## config.mk

```make
export PLATFORM = sky130hd
export DESIGN_NAME = rr_arb4_flat
export DESIGN_NICKNAME = d
export VERILOG_FILES = /design/src/rtl/rr_arb4_if.sv /design/src/rtl/rr_arb4.sv /design/src/flat_wrapper.sv
export SDC_FILE = /design/constraint.sdc
export NUM_CORES = 1
export LEC_CHECK = 0
export BUFFER_PORTS_ARGS = -buffer_cell sky130_fd_sc_hd__buf_4
export CAP_MARGIN = 15
export CORE_AREA = 2 2 39 41
export CTS_BUF_LIST = sky130_fd_sc_hd__clkbuf_4
export CTS_CLUSTER_SIZE = 25
export DETAILED_ROUTE_END_ITERATION = 12
export DIE_AREA = 0 0 41 43
export PLACE_DENSITY = 0.65
export REMOVE_ABC_BUFFERS = 1
export SLEW_MARGIN = 20
export SYNTH_ARGS = -nofsm -noshare
export SYNTH_HDL_FRONTEND = slang
export SYNTH_SLANG_ARGS = --single-unit
```

## constraint.sdc

```tcl
create_clock -name clk -period 2.2 [get_ports clk]
set_clock_uncertainty 0.2 [all_clocks]
set_input_delay 0.33 -clock clk [delete_from_list [all_inputs] [get_ports clk]]
set_output_delay 0.33 -clock clk [all_outputs]
set_load 0.05 [all_outputs]
```

## src/rtl/rr_arb4_if.sv

```systemverilog
// rtl/rr_arb4_if.sv - request/grant bundle between requesters and the rr_arb4 arbiter
interface rr_arb4_if;
    logic [3:0] req;
    logic       done;
    logic [3:0] gnt;
    logic       busy;
    logic       idlen;
    logic [1:0] gid;
`ifdef RR_ARB4_TIMEOUT_EN
    logic       to_err;

    modport master (output req, output done, input gnt, input busy, input idlen, input gid, input to_err);
    modport slave  (input req, input done, output gnt, output busy, output idlen, output gid, output to_err);
`else
    modport master (output req, output done, input gnt, input busy, input idlen, input gid);
    modport slave  (input req, input done, output gnt, output busy, output idlen, output gid);
`endif
endinterface

```

## src/rtl/rr_arb4.sv

```systemverilog
// rtl/rr_arb4.sv - 4-way round-robin arbiter with mandatory gap cycle; RR_ARB4_TIMEOUT_EN adds a hold limit
module rr_arb4 #(
    parameter int HOLD_MAX = 15
) (
    input  logic     clk,
    input  logic     rstb,
    rr_arb4_if.slave bus
);

    typedef enum logic [1:0] {
        IDLE  = 2'd0,
        GRANT = 2'd1,
        GAP   = 2'd2
    } state_t;

    state_t     state;
    logic [3:0] gnt;
    logic       busy;
    logic       idlen;
    logic [1:0] ptr;
    logic [1:0] winner;
    logic       release_now;

`ifdef RR_ARB4_TIMEOUT_EN
    localparam logic [7:0] HOLD_LIMIT = 8'(HOLD_MAX);
    logic [7:0] hold_cnt;
    logic       to_err;
    assign bus.to_err = to_err;
`endif

    // Scan from k=4 down to 1 so the lowest offset past ptr wins the last override.
    always_comb begin
        winner = ptr;
        for (int k = 4; k >= 1; k--) begin
            if (bus.req[2'(ptr + 2'(k))]) begin
                winner = 2'(ptr + 2'(k));
            end
        end
    end

    assign release_now = bus.done || !bus.req[ptr];

    always_ff @(posedge clk) begin
        if (!rstb) begin
            state <= IDLE;
            gnt   <= 4'b0000;
            busy  <= 1'b0;
            idlen <= 1'b1;
            ptr   <= 2'd3;
`ifdef RR_ARB4_TIMEOUT_EN
            hold_cnt <= 8'd0;
            to_err   <= 1'b0;
`endif
        end else begin
            idlen <= ~|bus.req;
`ifdef RR_ARB4_TIMEOUT_EN
            to_err <= 1'b0;
`endif
            case (state)
                IDLE: begin
                    if (|bus.req) begin
                        gnt   <= 4'b0001 << winner;
                        busy  <= 1'b1;
                        ptr   <= winner;
                        state <= GRANT;
`ifdef RR_ARB4_TIMEOUT_EN
                        hold_cnt <= 8'd0;
`endif
                    end
                end
                GRANT: begin
                    if (release_now) begin
                        gnt   <= 4'b0000;
                        busy  <= 1'b0;
                        state <= GAP;
                    end
`ifdef RR_ARB4_TIMEOUT_EN
                    // A release on the limit edge wins over the timeout.
                    else if (hold_cnt + 8'd1 == HOLD_LIMIT) begin
                        gnt    <= 4'b0000;
                        busy   <= 1'b0;
                        to_err <= 1'b1;
                        state  <= GAP;
                    end else begin
                        hold_cnt <= hold_cnt + 8'd1;
                    end
`endif
                end
                GAP: begin
                    state <= IDLE;
                end
                default: begin
                    state <= IDLE;
                end
            endcase
        end
    end

    assign bus.gnt   = gnt;
    assign bus.busy  = busy;
    assign bus.idlen = idlen;
    assign bus.gid   = ptr;

endmodule
```

## src/flat_wrapper.sv

```systemverilog
// flat-port wrapper written by rule: the top's interface ports become plain ports
module rr_arb4_flat 
#(
    parameter int HOLD_MAX = 15
)
  (clk, rstb, bus_req, bus_done, bus_gnt, bus_busy, bus_idlen, bus_gid);
  rr_arb4_if bus_i ();
  input  logic clk;
  input  logic rstb;
  input wire logic [$bits(bus_i.req)-1:0] bus_req;
  input wire logic [$bits(bus_i.done)-1:0] bus_done;
  output wire logic [$bits(bus_i.gnt)-1:0] bus_gnt;
  output wire logic [$bits(bus_i.busy)-1:0] bus_busy;
  output wire logic [$bits(bus_i.idlen)-1:0] bus_idlen;
  output wire logic [$bits(bus_i.gid)-1:0] bus_gid;
  assign bus_i.req = bus_req;
  assign bus_i.done = bus_done;
  assign bus_gnt = bus_i.gnt;
  assign bus_busy = bus_i.busy;
  assign bus_idlen = bus_i.idlen;
  assign bus_gid = bus_i.gid;
  rr_arb4 #(.HOLD_MAX(HOLD_MAX)) u_core (.clk(clk), .rstb(rstb), .bus(bus_i));
endmodule
```

==> results of run 1 <==
## layout by cell type (no fill, tap or decap)
cell type	synthesis	final
mux4_2	1	1
nand2_1	2	2
nor3_1	2	2
o211ai_1	2	2
inv_1	3	3
o21a_4	1	1
clkbuf_4	0	3
a211o_1	1	1
a21o_1	3	3
nor4_1	1	1
nand2b_1	4	4
o21ai_0	2	2
o21ba_2	1	1
buf_4	0	15
nand3_1	1	1
a22oi_1	1	1
nor2_1	3	3
a32o_1	4	4
and2b_1	1	1
a211oi_1	1	1
a21oi_1	1	1
and3_4	1	1
a22o_1	1	1
clkinv_1	0	1
dfxtp_1	10	10
or3_1	1	1
## registers in the layout (all words and copies together), names as in the netlist
name and flops:
u_core.bus.gnt 4, u_core.bus.gid 2, u_core.state 2, u_core.bus.busy 1, u_core.bus.idlen 1
## cell families (layout without fill, tap and decap cells)
| kind of cell | after synthesis | in the layout |
|---|---|---|
| AO/OA/AOI/OAI | 18 | 18 |
| AND/OR/NAND/NOR | 16 | 16 |
| multiplexers | 1 | 1 |
| flip-flops | 10 | 10 |
| buffers and inverters | 3 | 22 |
## area by class of cell
cell class,count,area share
Clock inverter,1,0.00593
Clock buffer,3,0.0356
Inverter,3,0.0178
Sequential cell,10,0.316
Timing Repair Buffer,15,0.178
Multi-Input combinational cell,35,0.415
Tap cell,16,0.0316
## final timing paths
path	start	end	cells past startpoint
hold / removal	rstb	u_core.bus.idlen$_SDFF_PN1_	2
setup / recovery	u_core.bus.gid[0]$_SDFFE_PN1P_	u_core.bus.gnt[0]$_SDFFE_PN0P_	4
setup reg to reg	u_core.bus.gid[0]$_SDFFE_PN1P_	u_core.bus.gnt[0]$_SDFFE_PN0P_	4
hold reg to reg	u_core.bus.busy$_SDFFE_PN0P_	u_core.bus.busy$_SDFFE_PN0P_	1
## per-layer routing
layer  track usage  vias to the layer above
met4        0.0400                        0
met3        0.0785                        0
met2         0.203                       11
met1         0.162                      205
met5             0                        -
li1              -                      224
## worst max-delay path: cells and delay by family, from the launching register on
family	cells	cell delay (ns)
and+or+nand+nor	1	0.20
DFF	1	0.43
AOI/OAI and AO/OA	2	0.42
muxes	1	0.54
## power groups by stage
stage                     registers [mW]  logic [mW]  clock network (mW)
after floorplan                    0.290      0.0804                   0
after global placement             0.228       0.201                   0
after detailed placement           0.229       0.202                   0
after CTS                          0.225       0.202               0.131
after global routing               0.228       0.215               0.136
final                              0.225       0.201               0.126
## stage by stage
stage	setup WS, ns	area (µm²)
finish	0.308	633
global route	0.253	633
CTS	0.302	633
detailed placement	0.309	607
global placement	0.325	607
floorplan	0.00660	474
==> metrics.cfg, run 1 <==
[outcome]
outcome = complete, no violations

[synthesis]
ys_async_sr_fraction = 0
synthTopCellsByCount = 10 x dfxtp_1, 4 x a32o_1, 4 x nand2b_1
synth_cells = 48
ys_dominant_reg_cell = dfxtp_1
syn_avg_cell_area_um2 = 9.88
yosys.area_share.xor_xnor = 0
synth_warnings = 0
synth.area.mux_share = 0.0475
yosys.area_share.simple = 0.190
synth_area_leaders = dfxtp_1 42%, a32o_1 8.4%, nand2b_1 5.3%
synth_top_family_by_area = compound AO/OA/AOI/OAI gates
netlist_area_um2 = 474
synth_cell_types = 23
yosysMostFrequentCell = dfxtp_1
ys_ff_latch = 10
post-synth-top-area-fraction = 0.422
synth-edff-count = 0
synth_largest_area_cell = dfxtp_1
ys_seq_area_frac = 0.422
synth_adder_area_share = 0
synth-compound-area-share = 0.317

[power_and_ir_drop]
clkPwrFrac = 0.228
p_sw_frac = 0.369
power_density_nw_per_um2 = 871
total_power_uw = 551
seqPwrFrac = 0.408
internal-power_uw = 348
p_sw_uw = 203
p_leak_nw = 0.297
ir_worst_vdd_mv = 0.561
combPwrFrac = 0.364

[grt]
globalRoute.totalOverflow = 0
grt_pass1_wl_um = 1580
antenna_found_initial = 0
grt_pass1_vias = 400
grt_max_degree = 9
track_usage = 0.137

[final_layout]
drive_above_1_share = 0.328
fin_util = 0.458
ff_latch_area_um2 = 200
nFillCells = 135
final_nets = 75
n_antenna_cell = 0
fin_cells = 83
synthToLayoutAreaGrowth_pct = 33.5
multi_input_area_um2 = 263

[sta]
slew-limit-headroom = 0.672
period_minus_slack_ns = 1.89
tns_ns = 0
holdWs_ns = 0.0941
max_freq_mhz = 529
rsz0062_at_grt = no
hold_violations = 0
worstMarginPinSlew_ns = 0.488
setup-violations-final = 0
maxSlewViolCount = 0
fin_crit_sh = 0.860

[floorplan]
ios = 15
die_h_um = 43
core_area_um2 = 1380
start_util = 0.343
row_count = 14
die_w_um = 41
die-area_um2 = 1760

[clock_tree]
cts_root_buffer = clkbuf_4
cts_tree = done
numCtsBuffers = 3
post_cts_buffers = 0
max-clock-path-buffers = 2
clkTransAtPathRegs_ns = 0.06
hold_buffers = 0
post_cts_resized = 0
cts_sinks = 10
clk-insertion-delay-late_ns = 0.26
htree_levels = 1

[worst_setup_path]
cp.required_ns = 2.16
worstPathCellList = mux4_2 > and3_4 > o21a_4 > a32o_1
crit_slowest_cell = mux4_2
path_class = flop to flop
worst-r2r-setup-slack_ns = 0.31
critical_path_arrival_ns = 1.85
crit_fanout = 7
cp-end-kind = flop
critPathMaxStageDelay_ns = 0.54
start_kind = flop

[detailed_routing]
ant_nets = 0
wl_met3_um = 67
wirelength_um = 982
dr_wl_met2_um = 497
vias_per_cell = 5.30
drtPass1Iterations = 4
top_layer = met3
drc_errors = 0
drt-wirelength-per-cell_um = 11.8
met1Wirelength_um = 418
vias = 440
first_iter_violations = 2

[place]
dp_hpwl_um = 792
numPortBuffers = 14
place.gp.congestion = 0.817
placed_cells = 79

[flow_run]
cap_violations = 0

[worst_hold_path]
hold_class = input port to flop

Power figures use the tool's default switching activity.
==> run 2: changes to the inputs <==
- BUFFER_PORTS_ARGS: -buffer_cell sky130_fd_sc_hd__buf_4 -> -buffer_cell sky130_fd_sc_hd__buf_2
- REMOVE_ABC_BUFFERS: 1 -> not set
==> run 2 against run 1 <==
Compared with the run above: global-route usage about the same; first-iteration DRC count increased to 3.5 times the previous value; critical path depth unchanged; sequential share of layout area rose by 1.9 points.
==> metrics.cfg, run 2 (same netlist as run 1, synthesis figures left out) <==
[synthesis]
postSynthNetCount = 55

[grt]
grt_pass1_vias = 401  ; was 400
antenna_found_initial = 0  ; unchanged
grt_max_degree = 9  ; unchanged
grt_pass1_wl_um = 1650  ; was 1580 µm
track_usage = 0.136  ; was 0.137
globalRoute.totalOverflow = 0  ; unchanged

[floorplan]
die-area_um2 = 1760  ; unchanged
die_w_um = 41  ; unchanged
die_h_um = 43  ; unchanged
start_util = 0.343  ; unchanged
core_area_um2 = 1380  ; unchanged
row_count = 14  ; unchanged
ios = 15  ; unchanged

[clock_tree]
post_cts_buffers = 0  ; unchanged
clkTransAtPathRegs_ns = 0.06  ; about the same
cts_sinks = 10  ; unchanged
cts_tree = done  ; unchanged
max-clock-path-buffers = 2  ; unchanged
numCtsBuffers = 3  ; unchanged
hold_buffers = 0  ; unchanged
htree_levels = 1  ; unchanged
clk-insertion-delay-late_ns = 0.26  ; about the same
post_cts_resized = 0  ; unchanged
cts_root_buffer = clkbuf_4  ; unchanged

[final_layout]
layout_commonest_cell = buf_2  ; was buf_4
largest_reg_flops = 4  ; unchanged
regMostFlops = u_core.bus.gnt  ; unchanged
most-common-layout-cells = 14 x buf_2, 10 x dfxtp_1, 4 x nand2b_1, 4 x a32o_1  ; was 15 x buf_4, 10 x dfxtp_1, 4 x nand2b_1, 4 x a32o_1
n_antenna_cell = 0  ; unchanged
drive_above_1_share = 0.328  ; unchanged
synthToLayoutAreaGrowth_pct = 26.1  ; was 33.5%
stdcell_area_um2 = 598  ; was 633 µm²
fin_util = 0.432  ; was 0.458
final_nets = 75  ; unchanged

[worst_setup_path]
path_class = flop to flop  ; unchanged
crit_start = u_core.bus.gid[0]$_SDFFE_PN1P_  ; unchanged
critical_path_arrival_ns = 1.86  ; was 1.85 ns
crit_fanout = 7  ; unchanged
start_kind = flop  ; unchanged
cp-end-kind = flop  ; unchanged
r2r-start = u_core.bus.gid[0]$_SDFFE_PN1P_  ; unchanged
cp.required_ns = 2.15  ; was 2.16 ns

[power_and_ir_drop]
power_density_nw_per_um2 = 894  ; was 871 nW/µm²
ir_worst_vdd_mv = 0.547  ; was 0.561 mV
p_leak_nw = 0.287  ; was 0.297 nW
total_power_uw = 535  ; was 551 µW

[detailed_routing]
first_iter_violations = 7  ; was 2
drt-wirelength-per-cell_um = 11.7  ; was 11.8 µm
ant_nets = 0  ; unchanged
vias = 435  ; was 440
vias_per_cell = 5.24  ; was 5.30
drtPass1Iterations = 3  ; was 4
wirelength_um = 973  ; was 982 µm
drc_errors = 0  ; unchanged

[sta]
slew-limit-headroom = 0.644  ; was 0.672
holdWs_ns = 0.100  ; was 0.0941 ns
max_freq_mhz = 524  ; was 529 MHz
period_minus_slack_ns = 1.91  ; was 1.89 ns
worstMarginPinSlew_ns = 0.530  ; was 0.488 ns
maxSlewViolCount = 0  ; unchanged
fin_crit_sh = 0.868  ; was 0.860
rsz0062_at_grt = no  ; unchanged
tns_ns = 0  ; unchanged
hold_violations = 0  ; unchanged
setup-violations-final = 0  ; unchanged

[place]
place.gp.congestion = 0.836  ; was 0.817
numPortBuffers = 14  ; unchanged
dp_hpwl_um = 786  ; was 792 µm
dpl_cell_area_um2 = 572  ; was 607 µm²

[worst_hold_path]
hold_class = input port to flop  ; unchanged
worstHoldStart = rstb  ; unchanged

[outcome]
outcome = complete, no violations  ; unchanged

[flow_run]
cap_violations = 0  ; unchanged

run 2: cell counts in the layout (fill, tap and decap cells not counted):
Identical to the previous run, type by type.
run 2: metrics by stage:
step / worst slack [ns] / cells
finish: 0.291 / 83
detailed placement: 0.297 / 79
CTS: 0.291 / 83
global placement: 0.301 / 79
global route: 0.243 / 83
floorplan: 0.00660 / 48
run 2: cell type report:
cell class	count	area, µm²
fillers	134	786
multi-input cells	35	263
flip-flops and latches	10	200
repair buffers	15	77.6
clock buffers	3	22.5
well taps	16	20.0
inverters	3	11.3
clock inverters	1	3.75
run 2: worst max-delay path, stage by stage (launching register included):
cell     delay (ns)
dfxtp_1        0.43
mux4_2         0.54
and3_4         0.20
o21a_4         0.23
a32o_1         0.20
run 2: report_power, final:
group	internal, mW	leakage, nW	total (mW)	switching, mW
Sequential	0.204	0.0827	0.225	0.0213
Clock	0.0653	0.0154	0.123	0.0577
Combinational	0.0652	0.189	0.187	0.122
Total	0.334	0.287	0.535	0.201
run 2: worst paths after layout:
check	to	slack, ns	cells past startpoint
hold / removal	u_core.bus.idlen$_SDFF_PN1_	0.10	2
setup reg to reg	u_core.bus.gnt[3]$_SDFFE_PN0P_	0.29	4
hold reg to reg	u_core.bus.busy$_SDFFE_PN0P_	0.25	1
setup / recovery	u_core.bus.gnt[3]$_SDFFE_PN0P_	0.29	4
run 2: metal layers:
layer | up-vias | routed length [µm] | global-route usage
li1 | 225 | - | -
met1 | 200 | 440 | 0.177
met2 | 10 | 472 | 0.206
met3 | 0 | 60 | 0.0628
met4 | 0 | 0 | 0.0200
met5 | - | 0 | 0
